<file path="config.mk">
export PLATFORM = sky130hd
export DESIGN_NAME = tage_pred_update_unit
export DESIGN_NICKNAME = d
export VERILOG_FILES = /design/src/rtl/tage_pred_update_unit.sv
export SDC_FILE = /design/constraint.sdc
export NUM_CORES = 1
export LEC_CHECK = 0
export ABC_CLOCK_PERIOD_IN_PS = 4300
export CORE_ASPECT_RATIO = 1.75
export CORE_MARGIN = 5
export CORE_UTILIZATION = 50
export CTS_CLUSTER_DIAMETER = 200
export CTS_CLUSTER_SIZE = 25
export DETAILED_ROUTE_END_ITERATION = 10
export PLACE_DENSITY = 0.8
export SLEW_MARGIN = 30
export SYNTH_ARGS = -nofsm -noshare
export SYNTH_HDL_FRONTEND = slang
export SYNTH_SLANG_ARGS = --single-unit
</file>
<file path="constraint.sdc">
create_clock -name CLK -period 4.3 [get_ports CLK]
set_clock_uncertainty 0.15 [all_clocks]
set_input_delay 0.86 -clock CLK [delete_from_list [all_inputs] [get_ports CLK]]
set_output_delay 0.86 -clock CLK [all_outputs]
set_load 0.03 [all_outputs]
</file>
<file path="src/rtl/tage_pred_update_unit.sv">
// TAGE prediction/update engine: captures one lookup, selects provider and alternate,
// then issues one cycle of table-update strobes once the branch resolves.
module tage_pred_update_unit #(
  parameter int NUM_BANKS = 4,
  parameter int CL        = 3,
  parameter int UL        = 2,
  parameter int CNT_W     = 17,
  parameter int UR_PERIOD = 256,
  parameter int PW        = $clog2(NUM_BANKS + 1)
) (
  input  logic                    CLK,
  input  logic                    reset,
  input  logic                    lookup_valid,
  input  logic [CL-1:0]           bimodal_ctr,
  input  logic [NUM_BANKS-1:0]    bank_hit,
  input  logic [NUM_BANKS*CL-1:0] bank_ctr,
  input  logic [NUM_BANKS*UL-1:0] bank_u,
  output logic                    busy,
  output logic                    pred_valid,
  output logic                    pred_taken,
  output logic [PW-1:0]           provider,
  input  logic                    resolve_valid,
  input  logic                    actual_taken,
  output logic [NUM_BANKS:0]      ctr_inc,
  output logic [NUM_BANKS:0]      ctr_dec,
  output logic [NUM_BANKS-1:0]    u_inc,
  output logic [NUM_BANKS-1:0]    u_dec,
  output logic [NUM_BANKS-1:0]    alloc_we,
  output logic                    u_age_clear,
  output logic [CNT_W-1:0]        correct_cnt,
  output logic [CNT_W-1:0]        total_cnt
);

  localparam int                AGE_W    = $clog2(UR_PERIOD);
  localparam logic [AGE_W-1:0]  AGE_LAST = AGE_W'(UR_PERIOD - 1);
  localparam logic [CL-1:0]     WEAK_HI  = CL'(1 << (CL - 1));
  localparam logic [CL-1:0]     WEAK_LO  = CL'((1 << (CL - 1)) - 1);

  typedef enum logic [1:0] {S_IDLE, S_PRED, S_WAIT, S_UPD} state_t;

  state_t state_q, state_d;

  logic [CL-1:0]           lk_bim;
  logic [NUM_BANKS-1:0]    lk_hit;
  logic [NUM_BANKS*CL-1:0] lk_ctr;
  logic [NUM_BANKS*UL-1:0] lk_u;
  logic                    act_q;
  logic [AGE_W-1:0]        age_cnt;

  logic [CL-1:0] ctr_a [NUM_BANKS+1];
  logic [UL-1:0] u_a   [NUM_BANKS+1];
  int            prov_i;
  int            alt_i;
  logic [CL-1:0] prov_ctr;
  logic [CL-1:0] alt_ctr;
  logic [UL-1:0] prov_u;
  logic          prov_weak;
  logic          use_alt;
  logic          prov_msb;
  logic          alt_msb;
  logic          mispred;
  logic          alloc_found;

  // NOTE: state registers use non-blocking assignments so every flop samples pre-edge values.
  always_ff @(posedge CLK) begin
    if (reset) state_q <= S_IDLE;
    else       state_q <= state_d;
  end

  always_comb begin
    state_d = state_q;
    unique case (state_q)
      S_IDLE: if (lookup_valid)  state_d = S_PRED;
      S_PRED:                    state_d = S_WAIT;
      S_WAIT: if (resolve_valid) state_d = S_UPD;
      S_UPD:                     state_d = S_IDLE;
      default:                   state_d = S_IDLE;
    endcase
  end

  // NOTE: the captured lookup is reset too, because pred_taken and provider decode
  // straight from it and must read 0 out of reset.
  always_ff @(posedge CLK) begin
    if (reset) begin
      lk_bim      <= '0;
      lk_hit      <= '0;
      lk_ctr      <= '0;
      lk_u        <= '0;
      act_q       <= 1'b0;
      correct_cnt <= '0;
      total_cnt   <= '0;
      age_cnt     <= '0;
    end else begin
      if (state_q == S_IDLE && lookup_valid) begin
        lk_bim <= bimodal_ctr;
        lk_hit <= bank_hit;
        lk_ctr <= bank_ctr;
        lk_u   <= bank_u;
      end
      // Statistics advance on entry to UPD so they are already visible during it.
      if (state_q == S_WAIT && resolve_valid) begin
        act_q <= actual_taken;
        if (total_cnt != '1) total_cnt <= total_cnt + 1'b1;
        if (pred_taken == actual_taken && correct_cnt != '1)
          correct_cnt <= correct_cnt + 1'b1;
      end
      if (state_q == S_UPD)
        age_cnt <= (age_cnt == AGE_LAST) ? '0 : age_cnt + 1'b1;
    end
  end

  // Index 0 is the bimodal entry; it has no useful bits.
  always_comb begin
    ctr_a[0] = lk_bim;
    u_a[0]   = '0;
    for (int k = 1; k <= NUM_BANKS; k++) begin
      ctr_a[k] = lk_ctr[(k-1)*CL +: CL];
      u_a[k]   = lk_u[(k-1)*UL +: UL];
    end
  end

  // NOTE: every combinational output gets a default first so no path infers a latch.
  always_comb begin
    prov_i = 0;
    for (int k = 1; k <= NUM_BANKS; k++)
      if (lk_hit[k-1]) prov_i = k;
    alt_i = 0;
    for (int k = 1; k <= NUM_BANKS; k++)
      if (lk_hit[k-1] && k < prov_i) alt_i = k;
    prov_ctr = '0;
    alt_ctr  = '0;
    prov_u   = '0;
    for (int k = 0; k <= NUM_BANKS; k++) begin
      if (k == prov_i) begin
        prov_ctr = ctr_a[k];
        prov_u   = u_a[k];
      end
      if (k == alt_i) alt_ctr = ctr_a[k];
    end
  end

  assign prov_weak  = (prov_ctr == WEAK_HI) || (prov_ctr == WEAK_LO);
  assign use_alt    = (prov_i != 0) && prov_weak && (prov_u == '0);
  assign prov_msb   = prov_ctr[CL-1];
  assign alt_msb    = alt_ctr[CL-1];
  assign pred_taken = use_alt ? alt_msb : prov_msb;
  assign provider   = PW'(prov_i);
  assign busy       = (state_q != S_IDLE);
  assign pred_valid = (state_q == S_PRED);
  assign mispred    = (pred_taken != act_q);

  always_comb begin
    ctr_inc     = '0;
    ctr_dec     = '0;
    u_inc       = '0;
    u_dec       = '0;
    alloc_we    = '0;
    u_age_clear = 1'b0;
    alloc_found = 1'b0;
    if (state_q == S_UPD) begin
      for (int k = 0; k <= NUM_BANKS; k++) begin
        if (k == prov_i) begin
          ctr_inc[k] = act_q  && (prov_ctr != '1);
          ctr_dec[k] = !act_q && (prov_ctr != '0);
        end
      end
      // Usefulness only moves when the provider and alternate actually disagreed.
      if (prov_i != 0 && prov_msb != alt_msb) begin
        for (int k = 1; k <= NUM_BANKS; k++) begin
          if (k == prov_i) begin
            if (prov_msb == act_q) u_inc[k-1] = (prov_u != '1);
            else                   u_dec[k-1] = (prov_u != '0);
          end
        end
      end
      if (mispred && prov_i < NUM_BANKS) begin
        for (int k = 1; k <= NUM_BANKS; k++) begin
          if (k > prov_i && !alloc_found && u_a[k] == '0) begin
            alloc_we[k-1] = 1'b1;
            alloc_found   = 1'b1;
          end
        end
        // No free victim: decay every longer-history bank so one frees up later.
        if (!alloc_found) begin
          for (int k = 1; k <= NUM_BANKS; k++)
            if (k > prov_i && u_a[k] != '0) u_dec[k-1] = 1'b1;
        end
      end
      u_age_clear = (age_cnt == AGE_LAST);
    end
  end

endmodule

</file>
==> flow_summary.yaml <==
clock_tree:
  cts_sinks: 72
  cts_buffer_depth: 2
  cts-root-buf: "clkbuf_16"
  ctsHoldBuffers: 0
  cts_tree: "yes"
  cts_made_buffers: 9
  htreeDepth: 3
  clk_latency_ns: 0.34
  clk_pin_slew_worst_paths_ns: 0.05
finish:
  finalNetCount: 646
  synthToLayoutAreaGrowth_pct: 32.4
  diodes: 0
  drive_gt1_share_pct: 9.05
  finalNonFillerCells: 698
  nFillCells: 645
global_route:
  grt_overflow: 0
  grt_usage_pct: 22.3
  antenna_found_initial: 0
  grt_max_degree: 52
  first_global_vias: 3957
  grt_pass1_wl_mm: 18.4
drt:
  route.detailed.drc: 0
  avgViaCountPerCell: 5.84
  post_drt_wl_per_cell_um: 16.0
  drt_first_iter_violations: 234
  ant_nets: 0
  dr_total_vias: 4077
  first_pass_iters: 4
  drt-total-wl_mm: 11.2
power:
  powerDensity_mw_per_mm2: 436
  seqPwrFrac_pct: 34.1
  switching_share_pct: 35.6
  p_leak_nw: 1.94
  intPower_mw: 1.50
  p_sw_mw: 0.830
  p_comb_share_pct: 32.9
  power_frac_clock_pct: 33.0
  irDropWorstVdd_mv: 0.273
placed_design:
  io_buffers: 94
  placedCellCount: 683
  gp_congestion: 0.936
  hpwl_mm: 8.11
run_status:
  status: "finished, final reports clean"
die:
  start_util_pct: 51.0
  die_h_um: 129
  fp.coreArea_mm2: 0.00791
  pin_count: 95
  fp-row-count: 43
  die_area_mm2: 0.0100
  die_x_um: 77.9
timing:
  tightest_slew_ns: 0.918
  period_share_pct: 96.7
  hold_viol: 0
  rsz0062_at_grt: "no"
  hold-worst-slack_ns: 0.314
  setup_viol: 0
  slew_headroom_pct: 38.8
  fmax_ghz: 0.241
  finalMaxSlewViolations: 0
  final.setup.tns_ns: 0
  min_period_ns: 4.16
worst_setup_path:
  rr_startpoint: "correct_cnt[3]$_SDFFE_PP0P_"
  crit_required_ns: 3.29
  crit_arrival_ns: 3.15
  r2r_end: "correct_cnt[2]$_SDFFE_PP0P_"
  cp-start-kind: "flip-flop"
  endpoint_kind: "output pin"
  r2r_cells: 12
  worstPathMaxFanout: 14
  crit_type: "reg -> out"
  startpoint: "lk_hit[0]$_SDFFE_PP0P_"
  r2r_setup_slack_ns: 0.66
synth:
  syn_avg_cell_area_um2: 7.79
  async_flop_share_pct: 0
  yosys_warnings: 0
  ys_types: 61
  synth_seq_cells: 72
  synth_cells: 518
  synth_area_mm2: 0.00404
  synth_ff_type: "dfxtp_1"
  ys_seq_area_share_pct: 35.7
  synth_nets: 560
  synth-edff-count: 0
worst_hold_path:
  min_path_type: "reg -> reg"
  hold_end: "lk_bim[1]$_SDFFE_PP0P_"
  worstHoldStart: "lk_bim[1]$_SDFFE_PP0P_"
  holdPathStages: 2
flow_run:
  cap_violations: 0
## layout by cell type (no fill, tap or decap), drive strengths merged, types with 4 or more instances in the layout
cell type      netlist  layout
a21oi               52      52
nor4                 9       9
inv                 17      17
clkdlybuf4s50        0      85
nand4                5       5
or2                  6       6
nand3               20      20
a211oi               6       6
or3                  6       6
buf                 14      16
nor3                11      11
xor2                14      14
o2111ai              6       6
o21ai               11      11
and2                 6       6
dfxtp               72      72
clkbuf              15      13
mux2                 6       6
and3                11      11
nand2               93      93
nor2                58      58
ha                  10      10
mux2i                4       4
nor2b               11      11
o41ai                8       8
o31ai                4       4
## cell usage after synthesis, drive strengths merged, types with 4 or more instances
master    n  area [um2]
a21oi    52         264
or3       6        37.5
nand2    93         349
xor2     14         123
nor4      9        71.3
clkbuf   15        56.3
mux2      6        67.6
nand3    20         100
nor2b    11        68.8
nor3     11        60.1
and2      6        37.5
o2111ai   6        52.6
mux2i     4        40.0
o41ai     8        70.1
a211oi    6        62.6
nor2     58         218
dfxtp    72        1440
o21ai    11        55.1
buf      14        97.6
and3     11        68.8
nand4     5        31.3
o31ai     4        30.0
ha       10         125
or2       6        37.5
inv      17        63.8
## worst max-delay path by stage
stage	cells past startpoint	end	slack (ns)
final	7	pred_taken	0.14
after global routing	8	alloc_we[0]	0.006
after CTS	7	pred_taken	0.18
after detailed placement	8	alloc_we[0]	0.12
after global placement	8	alloc_we[0]	0.24
after floorplan	8	alloc_we[1]	0.39
## final cells by class
type,count,area [um2],share of cell area [%]
flip-flops and latches,72,1450,27.0
inverters,17,63.8,1.19
well taps,90,113,2.11
clock buffers,13,270,5.06
clock inverters,2,37.5,0.702
multi-input cells,400,2380,44.6
repair buffers,104,1030,19.3
## registers in the layout, indices dropped and copies added, names as in the netlist
| register | cells |
|---|---|
| lk_u | 8 |
| total_cnt | 17 |
| lk_hit | 4 |
| lk_bim | 3 |
| age_cnt | 8 |
| act_q | 1 |
| correct_cnt | 17 |
| state_q | 2 |
| lk_ctr | 12 |
## per-layer routing
layer	part of all wire (%)	wire length [um]	track usage, %	vias up
li1	-	-	-	1992
met1	37	4200	23.3	1921
met2	54	6060	41.8	136
met3	5.6	622	5.46	28
met4	2.9	321	8.96	0
met5	0	0	0	-
## per-stage QoR
step / power, mW / setup slack, ns / area (um2) / util [%]
floorplan: 1.35 / 0.386 / 4040 / -
global placement: 1.54 / 0.244 / 5030 / 63.6
detailed placement: 1.56 / 0.120 / 5030 / 63.6
CTS: 2.33 / 0.184 / 5340 / 67.6
global route: 2.45 / 0.00602 / 5340 / 67.6
finish: 2.33 / 0.143 / 5340 / 67.6
## logic make-up after synthesis
group           Yosys count  share of synthesized area (%)
compound gates          112                           19.3
xor+xnor                 17                           3.69
fa+ha+maj                10                           3.10
buf+inv                  46                           5.40
flops                    72                           35.7
mux                      10                           2.67
simple gates            251                           30.2
## worst max-delay path, stage by stage, from the launching register on
cell	delay, ns
dfxtp_1	0.32
buf_4	0.19
nor4_4	0.44
nand2_1	0.10
a31o_2	0.30
o41a_1	0.48
o22ai_1	0.25
clkdlybuf4s50_1	0.72
## repair_timing
action,4_1_cts,5_1_grt
setup buffers,0,0
resized for setup,7,0
endpoints found under the setup margin,5,0
endpoints found under the hold margin,0,0
## power by group through the flow
stage / registers [mW] / logic, mW / clock network, mW
after floorplan: 0.782 / 0.566 / 0
after global placement: 0.803 / 0.735 / 0
after detailed placement: 0.806 / 0.755 / 0
after CTS: 0.794 / 0.764 / 0.775
after global routing: 0.804 / 0.836 / 0.805
final: 0.794 / 0.765 / 0.769
No activity file was read; power rests on OpenSTA's default activity.
